`config.mk`:
```
export PLATFORM = sky130hd
export DESIGN_NAME = branch_regfile_unit
export DESIGN_NICKNAME = d
export VERILOG_FILES = /design/src/rtl/branch_regfile_unit.sv
export SDC_FILE = /design/constraint.sdc
export NUM_CORES = 2
export LEC_CHECK = 0
export CAP_MARGIN = 10
export CORE_MARGIN = 1
export CORE_UTILIZATION = 35
export CTS_BUF_LIST = sky130_fd_sc_hd__clkbuf_16
export DETAILED_ROUTE_END_ITERATION = 10
export PLACE_DENSITY_LB_ADDON = 0.2
export SETUP_SLACK_MARGIN = 0.15
export SYNTH_ARGS = -nofsm -noshare
export SYNTH_HDL_FRONTEND = slang
export SYNTH_SLANG_ARGS = --single-unit
```
`constraint.sdc`:
```
create_clock -name i_clk -period 19.5 [get_ports i_clk]
set_clock_uncertainty 0.2 [all_clocks]
set_input_delay 5.85 -clock i_clk [delete_from_list [all_inputs] [get_ports i_clk]]
set_output_delay 5.85 -clock i_clk [all_outputs]
set_load 0.1 [all_outputs]
```
`src/rtl/branch_regfile_unit.sv`:
```
`default_nettype none
// ============================================================================
// Module      : branch_regfile_unit
// Description : RV32I decode-stage register file (2R/1W, write-first bypass)
//               combined with the branch/jump resolution unit.
// Revision    : 1.0 - initial release
// ============================================================================
module branch_regfile_unit #(
    parameter int XLEN  = 32,
    parameter int NREGS = 32
) (
    input  logic            i_clk,
    input  logic            i_rst_n,
    input  logic [4:0]      i_reg_num_1,
    input  logic [4:0]      i_reg_num_2,
    input  logic [4:0]      i_w_reg_num,
    input  logic [XLEN-1:0] i_w_val,
    input  logic            i_op,
    input  logic [XLEN-1:0] i_pc,
    input  logic [6:0]      i_opcode,
    input  logic [2:0]      i_func_3,
    input  logic [6:0]      i_func_7,
    input  logic [11:0]     i_imm_12_i,
    input  logic [19:0]     i_imm_20,
    input  logic [11:0]     i_imm_12_b,
    output logic [XLEN-1:0] rs_1,
    output logic [XLEN-1:0] rs_2,
    output logic            b_taken,
    output logic [XLEN-1:0] b_pc
);

    localparam logic [6:0] c_OP_JAL    = 7'b1101111;
    localparam logic [6:0] c_OP_JALR   = 7'b1100111;
    localparam logic [6:0] c_OP_BRANCH = 7'b1100011;

    localparam logic [2:0] c_F3_BEQ  = 3'b000;
    localparam logic [2:0] c_F3_BNE  = 3'b001;
    localparam logic [2:0] c_F3_BLT  = 3'b100;
    localparam logic [2:0] c_F3_BGE  = 3'b101;
    localparam logic [2:0] c_F3_BLTU = 3'b110;
    localparam logic [2:0] c_F3_BGEU = 3'b111;

    // ------------------------------------------------------------------
    // Register file storage; x0 is a hard-wired zero, never stored.
    // ------------------------------------------------------------------
    logic [XLEN-1:0] w_regs [NREGS];
    logic            w_wr_en;

    assign w_wr_en = i_op && (i_w_reg_num != 5'd0);
    assign w_regs[0] = '0;

    generate
        for (genvar g = 1; g < NREGS; g++) begin : g_regs
            logic [XLEN-1:0] r_q;
            logic [XLEN-1:0] r_d;

            assign r_d = (w_wr_en && (i_w_reg_num == 5'(g))) ? i_w_val : r_q;

            always_ff @(posedge i_clk or negedge i_rst_n) begin
                if (!i_rst_n) begin
                    r_q <= '0;
                end else begin
                    r_q <= r_d;
                end
            end

            assign w_regs[g] = r_q;
        end
    endgenerate

    // Same-cycle write-back wins over the stored value; gated off in reset
    // so that reads during reset are zero regardless of the write port.
    logic w_byp_1;
    logic w_byp_2;

    assign w_byp_1 = i_rst_n && w_wr_en && (i_w_reg_num == i_reg_num_1);
    assign w_byp_2 = i_rst_n && w_wr_en && (i_w_reg_num == i_reg_num_2);

    assign rs_1 = w_byp_1 ? i_w_val : w_regs[i_reg_num_1];
    assign rs_2 = w_byp_2 ? i_w_val : w_regs[i_reg_num_2];

    // ------------------------------------------------------------------
    // Branch / jump resolution
    // ------------------------------------------------------------------
    logic [XLEN-1:0] w_imm_j;
    logic [XLEN-1:0] w_imm_b;
    logic [XLEN-1:0] w_imm_i;
    logic [XLEN-1:0] w_pc_plus4;
    logic [XLEN-1:0] w_br_target;
    logic [XLEN-1:0] w_jalr_sum;
    logic            w_cond;

    assign w_imm_j     = {{(XLEN-21){i_imm_20[19]}}, i_imm_20, 1'b0};
    assign w_imm_b     = {{(XLEN-13){i_imm_12_b[11]}}, i_imm_12_b, 1'b0};
    assign w_imm_i     = {{(XLEN-12){i_imm_12_i[11]}}, i_imm_12_i};
    assign w_pc_plus4  = i_pc + XLEN'(4);
    assign w_br_target = i_pc + w_imm_b;
    assign w_jalr_sum  = rs_1 + w_imm_i;

    always_comb begin
        w_cond = 1'b0;
        case (i_func_3)
            c_F3_BEQ:  w_cond = (rs_1 == rs_2);
            c_F3_BNE:  w_cond = (rs_1 != rs_2);
            c_F3_BLT:  w_cond = ($signed(rs_1) <  $signed(rs_2));
            c_F3_BGE:  w_cond = ($signed(rs_1) >= $signed(rs_2));
            c_F3_BLTU: w_cond = (rs_1 <  rs_2);
            c_F3_BGEU: w_cond = (rs_1 >= rs_2);
            default:   w_cond = 1'b0;
        endcase
    end

    always_comb begin
        b_taken = 1'b0;
        b_pc    = w_pc_plus4;
        case (i_opcode)
            c_OP_JAL: begin
                b_taken = 1'b1;
                b_pc    = i_pc + w_imm_j;
            end
            c_OP_JALR: begin
                b_taken = 1'b1;
                b_pc    = {w_jalr_sum[XLEN-1:1], 1'b0};
            end
            c_OP_BRANCH: begin
                b_taken = w_cond;
                b_pc    = w_cond ? w_br_target : w_pc_plus4;
            end
            default: begin
                b_taken = 1'b0;
                b_pc    = w_pc_plus4;
            end
        endcase
    end

    // func7 is part of the decode bundle but carries no meaning here.
    logic w_unused;
    assign w_unused = ^i_func_7;

endmodule
`default_nettype wire

```
# Yosys cells after proc, flatten, opt, wreduce, memory -nomap -nowiden
# Index checks and enable logic that the tools add are counted.
dict set report word_totals {
  n_memories 0
  romBits 0
  ram_bits 0
  inputBits 143
  output_inout_bits 97
  ff_bits 992
  word_cells 136
  latchBits 0
}
dict set report classes {
  shift 0
  n_lt_le_gt_ge 6
  bitwise_logic 2
  div_mod_pow 0
  mul 0
  reduce_logical 38
  addsub 4
  muxes 12
  eq_ne 43
}
# operator n
set op_table {}
lappend op_table {{32-bit binary-select mux with 5-bit select} 2}
lappend op_table {{32-bit 2-to-1 mux} 7}
lappend op_table {{32-bit adder} 3}
lappend op_table {{32-bit one-hot mux with 3 select lines} 1}
lappend op_table {{5-bit equality test (second input constant)} 16}
lappend op_table {{32-bit greater-or-equal comparator} 2}
lappend op_table {{32-bit less-than comparator} 2}
lappend op_table {{5-bit by 4-bit equality test with 1-bit output (second input constant)} 8}
lappend op_table {{1-bit logical AND} 35}
lappend op_table {{32-bit by 3-bit adder with 32-bit output (second input constant)} 1}
lappend op_table {{32-bit equality test} 1}
lappend op_table {{32-bit != test} 1}
lappend op_table {{7-bit equality test (second input constant)} 3}
lappend op_table {{5-bit by 3-bit equality test with 1-bit output (second input constant)} 4}
lappend op_table {{3-bit equality test (second input constant)} 4}
lappend op_table {{6-bit greater-or-equal comparator (second input constant)} 2}
lappend op_table {{5-bit NOT with 6-bit output} 2}
lappend op_table {{5-bit by 2-bit equality test with 1-bit output (second input constant)} 2}
lappend op_table {{5-bit equality test} 2}
lappend op_table {{1-bit one-hot mux with 6 select lines} 1}
lappend op_table {{5-bit by 1-bit equality test with 1-bit output (second input constant)} 1}
lappend op_table {{5-bit nonzero test} 1}
lappend op_table {{3-bit by 1-bit equality test with 1-bit output (second input constant)} 1}
lappend op_table {{3-bit zero test} 1}
lappend op_table {{2 further kinds} 2}

# Logic depth before layout (Yosys ltp)
dict set report logic_depth {
  word_depth 9
  ltp_mapped 23
  mapped_depth_nobuf 18
}

# Least setup slack after synthesis
# No wires, ideal clock.
dict set report synth_timing {
  kind {input to output}
  startpoint {in i_reg_num_1[0]}
  endpoint {out b_pc[18]}
  n_path_buf 6
  t_required_ps 13450
  slack_ps -1456
  stages 21
  arrival_time_ps 14906
  path_cell_list {buf_4 -> buf_6 -> buf_4 -> buf_2 -> buf_1 -> clkbuf_1 -> a22o_1 -> mux4_2 -> mux2i_1 -> o21ai_0 -> ha_1 -> nor2b_1 -> o211ai_1 -> a21oi_1 -> o311a_1 -> a2111oi_0 -> mux2_2 -> nor2_1 -> nor2_4 -> nand2_1 -> o221ai_1}
}
dict set report synth_between {
  elab_chain_cells 9
  elab_cells_between_ends 17
  classes_between {add/sub (1); order compare (4); eq/ne (3); mux (7); bitwise (1); reduce/logical (1)}
}
# element line
set synth_lines {}
lappend synth_lines {{start: declaration} 14} ;# input logic [4:0] i_reg_num_1,
lappend synth_lines {{5-bit NOT with 6-bit output (implied by the code)} 79} ;# assign rs_1 = w_byp_1 ? i_w_val : w_regs[i_reg_num_1];
lappend synth_lines {{32-bit binary-select mux with 5-bit select} 79}
lappend synth_lines {{32-bit 2-to-1 mux (implied by the code) (2 in series)} 79}
lappend synth_lines {{32-bit 2-to-1 mux (*)} 79}
lappend synth_lines {{named net rs_1[1]} 26} ;# output logic [XLEN-1:0] rs_1,
lappend synth_lines {{32-bit greater-or-equal comparator (tied with other cells)} 108} ;# c_F3_BGEU: w_cond = (rs_1 >= rs_2);
lappend synth_lines {{1-bit one-hot mux with 6 select lines} 102} ;# case (i_func_3)
lappend synth_lines {{32-bit 2-to-1 mux} 127} ;# b_pc = w_cond ? w_br_target : w_pc_plus4;
lappend synth_lines {{32-bit one-hot mux with 3 select lines (*)} 116} ;# case (i_opcode)
lappend synth_lines {{end: declaration} 29} ;# output logic [XLEN-1:0] b_pc
# The timed path passes the listed nets; every way through them passes the cells marked *. The select of a mux whose other input is x is not followed.

# Worst setup path after layout
dict set report layout_timing {
  startpoint {in i_w_reg_num[4]}
  endpoint {out b_pc[5]}
}
dict set report layout_between {
  elab_chain_cells 9
  elab_cells_between_ends 19
  classes_between {add/sub (1); order compare (4); eq/ne (4); mux (5); reduce/logical (5)}
}
# element line
set layout_lines {}
lappend layout_lines {{start: declaration} 16} ;# input logic [4:0] i_w_reg_num,
lappend layout_lines {{5-bit nonzero test} 49} ;# assign w_wr_en = i_op && (i_w_reg_num != 5'd0);
lappend layout_lines {{1-bit logical AND} 49}
lappend layout_lines {{1-bit logical AND} {76, 77}}
lappend layout_lines {{1-bit logical AND (on tied branches)} {76, 77}}
lappend layout_lines {{32-bit 2-to-1 mux (on tied branches)} {79, 80}}
lappend layout_lines {{32-bit greater-or-equal comparator (tied with other cells)} 108}
lappend layout_lines {{1-bit one-hot mux with 6 select lines} 102}
lappend layout_lines {{32-bit 2-to-1 mux} 127}
lappend layout_lines {{32-bit one-hot mux with 3 select lines (*)} 116}
# Mark *: on every way between the ends. The rest lies on a longest branch, timed or not.

==> results.ini <==
[logic_synthesis]
yosys.area.top_type=dfrtp_1
leading_cell_types_by_total_area_after_synthesis=dfrtp_1, mux4_2, mux2_2
synth_seq_area_share=0.414
synthesis_stage_register_bit_count=992
syn_area_sq_mm=0.0600
yosysTopAreaCellShare=0.414
async_reset_ff_frac=1.00
cells_after_synthesis=4331
synthesis.area_per_instance_sq_um=13.9
synth-edff-count=0
synth-warning-count=0
synth_cell_types=78
synth_ff_type=dfrtp_1
syn-num-nets=4600

[floorplanning]
top_level_ports=240
floorplan.initialDensity=0.353
die_area_sq_mm=0.173
rows=151
placeableCoreArea_sq_mm=0.170
die-width_microns=416
fp.dieH_microns=416

[placement]
post-dp-hpwl_mm=126
place.port_buffers=232
placed_area_sq_mm=0.0658
dp.cells=6567
routabilityCongestion=0.879

[final_layout]
final_cell_area_sq_mm=0.0696
post_route_cells_drive_above_1_share=0.453
synthToLayoutAreaGrowth_pct=15.9
largest_register_ffs=992
area_taken_by_multi_input_logic_gates_sq_mm=0.0337
layout_common_cells=mux2_2, dfrtp_1, mux4_2, clkdlybuf4s50_1, buf_4
nFillCells=15700
layout_top_registers=g_regs.r_q: 992 flops
register_area_sq_mm=0.0248
layout_commonest_cell=mux2_2
layout_nets=4734
reg_with_most_ffs=g_regs.r_q
post_layout_instance_count_excluding_filler_cells=6783

[status]
outcome=finished, final reports clean

[drt]
drt.antenna.violating_nets=0
detail_route.drc_violations=0
detailedRoute.firstPassIterationCount=6
wire_per_inst_microns=30.3
num_vias=40300
drt_iter0_markers=3141
post_drt_via_cell_ratio=5.95
route.final.wire_length_mm=206

[grt]
vias_in_the_first_global_route=41100
grt-busiest-layer=met2
antenna_violations_before_repair=14
grt_overflow_total=0
grt_first_pass_wirelength_mm=300
grt_util_all_layers=0.237
grt_use_met1=0.337
pin_count_of_the_biggest_net_entering_global_routing=165
grt.met3_usage=0.0361
use_met2=0.370

[clock_network]
numClockSinks=992
cts_repair_resize_count=0
root_buffer_cell=clkbuf_16
clock_insertion_delay_at_the_later_pin_of_the_skew_report_ns=0.73
clk_transition_reported_paths_ns=0.06
ctsHoldBuffers=0
post_cts_buffers=0
clk_path_buf_depth=3
clock_tree.htree_level_count=3
number_of_cts_inserted_buffers=113
tritoncts_clock_tree=yes

[setup_path]
critical_path_peak_fanout=14
crit_required_ns=13.45
setup.worst_path.start_class=primary input
setup.worst_path.end_class=primary output
setup.worst_path.class=primary input to primary output
cp.arrival_ns=12.96

[sta]
achievable-frequency_ghz=0.0526
setup-tns-final_ns=0
setup_violations=0
slew-limit-headroom=0.201
final.period_utilization=0.975
tightestPinTransition_ns=1.20
final_max_slew_viol_count=0
rsz0062_at_grt=no
final_period_minus_worst_setup_slack_ns=19.01
hold-worst-slack_ns=0.299
hold_violation_total_from_the_final_report=0

[flow_run]
total_of_max_cap_violations=0

[pwr]
total_power_mw=7.24
power-per-cell-area_mw_per_mm2=104
worst_ir_drop_vdd_mv=0.0794
leakagePower_nw=29.9

[min_path]
hold_path_class=register to register

==> cell usage after synthesis (13+ instances only) <==
cell type  count
clkbuf_1     318
a22o_1        61
buf_1         53
nand2_1      169
nand3_1       48
xnor2_1       60
inv_1         60
o21bai_1      13
mux2_2      1029
a21o_1        53
and3_1        22
buf_2         14
o21ai_0      132
dfrtp_1      992
a21oi_1      109
mux4_2       571
xor2_1        56
mux2i_1       86
ha_1         123
nor2_1        92
o211ai_1      21
nor2b_1       14
o221ai_1      14
nand4_1       24
nor3_1        15
==> power breakdown <==
part	switching, mW	total, mW	internal [mW]	leakage (nW)
Combinational	1.22	2.33	1.11	15.3
Sequential	0.272	2.73	2.46	12.7
Clock	0.920	2.18	1.26	1.90
==> logic make-up after synthesis <==
| kind of cell | share of synthesized area |
|---|---|
| multiplexers | 0.422 |
| flip-flops | 0.414 |
| AO/OA/AOI/OAI | 0.0554 |
| buffers and inverters | 0.0292 |
| AND/OR/NAND/NOR | 0.0363 |
| adder cells (fa/ha/maj) | 0.0266 |
| XOR/XNOR | 0.0172 |
==> per-layer routing <==
| metal | vias up | part of all wire |
|---|---|---|
| met4 | 16 | 0.034 |
| met3 | 313 | 0.052 |
| li1 | 17000 | - |
| met2 | 1213 | 0.46 |
| met1 | 21700 | 0.45 |
| met5 | - | 0.00041 |
==> worst max-delay path, stage by stage <==
cell and delay (ns):
clkdlybuf4s50_1 0.57, nor2_1 0.16, and3b_1 0.26, nor4_1 0.45, nand3_2 0.46, buf_4 0.35
o21ai_0 0.83, ha_1 0.30, nand4_1 0.27, nor4_1 0.35, buf_4 0.19, nand3_1 0.19
xnor2_1 0.23, nor2_1 0.06, or3_1 0.31, nor3_1 0.70, nor2_4 0.26, nand2_1 0.59
o221ai_2 0.31, buf_12 0.24
==> path summary, 6_finish.rpt <==
kind,depth (start not counted),from,slack (ns),to
worst max register to register,1,g_regs[28].r_q[1],18.51,g_regs[28].r_q[1]
worst min-delay path,2,g_regs[6].r_q[31],0.30,g_regs[6].r_q[31]
worst max-delay path,20,i_w_reg_num[4],0.49,b_pc[5]
max in group asynchronous,5,i_rst_n,10.66,g_regs[3].r_q[16]
worst min register to register,2,g_regs[6].r_q[31],0.30,g_regs[6].r_q[31]
min in group asynchronous,1,i_rst_n,4.81,g_regs[12].r_q[8]
==> layout make-up <==
class                   instances  share of cell area
clock buffers                 116              0.0417
well taps                    2218              0.0399
clock inverters                97              0.0122
repair buffers                410              0.0613
diodes                          2           0.0000719
inverters                      61             0.00336
multi-input cells            2887               0.485
flip-flops and latches        992               0.357
==> metrics by stage <==
step	utilization	setup WS (ns)
floorplan	-	0.177
global placement	0.387	0.202
detailed placement	0.388	0.262
CTS	0.410	0.187
global route	0.410	0.310
finish	0.410	0.489
Note: power is estimated with default switching activity, not from simulation.
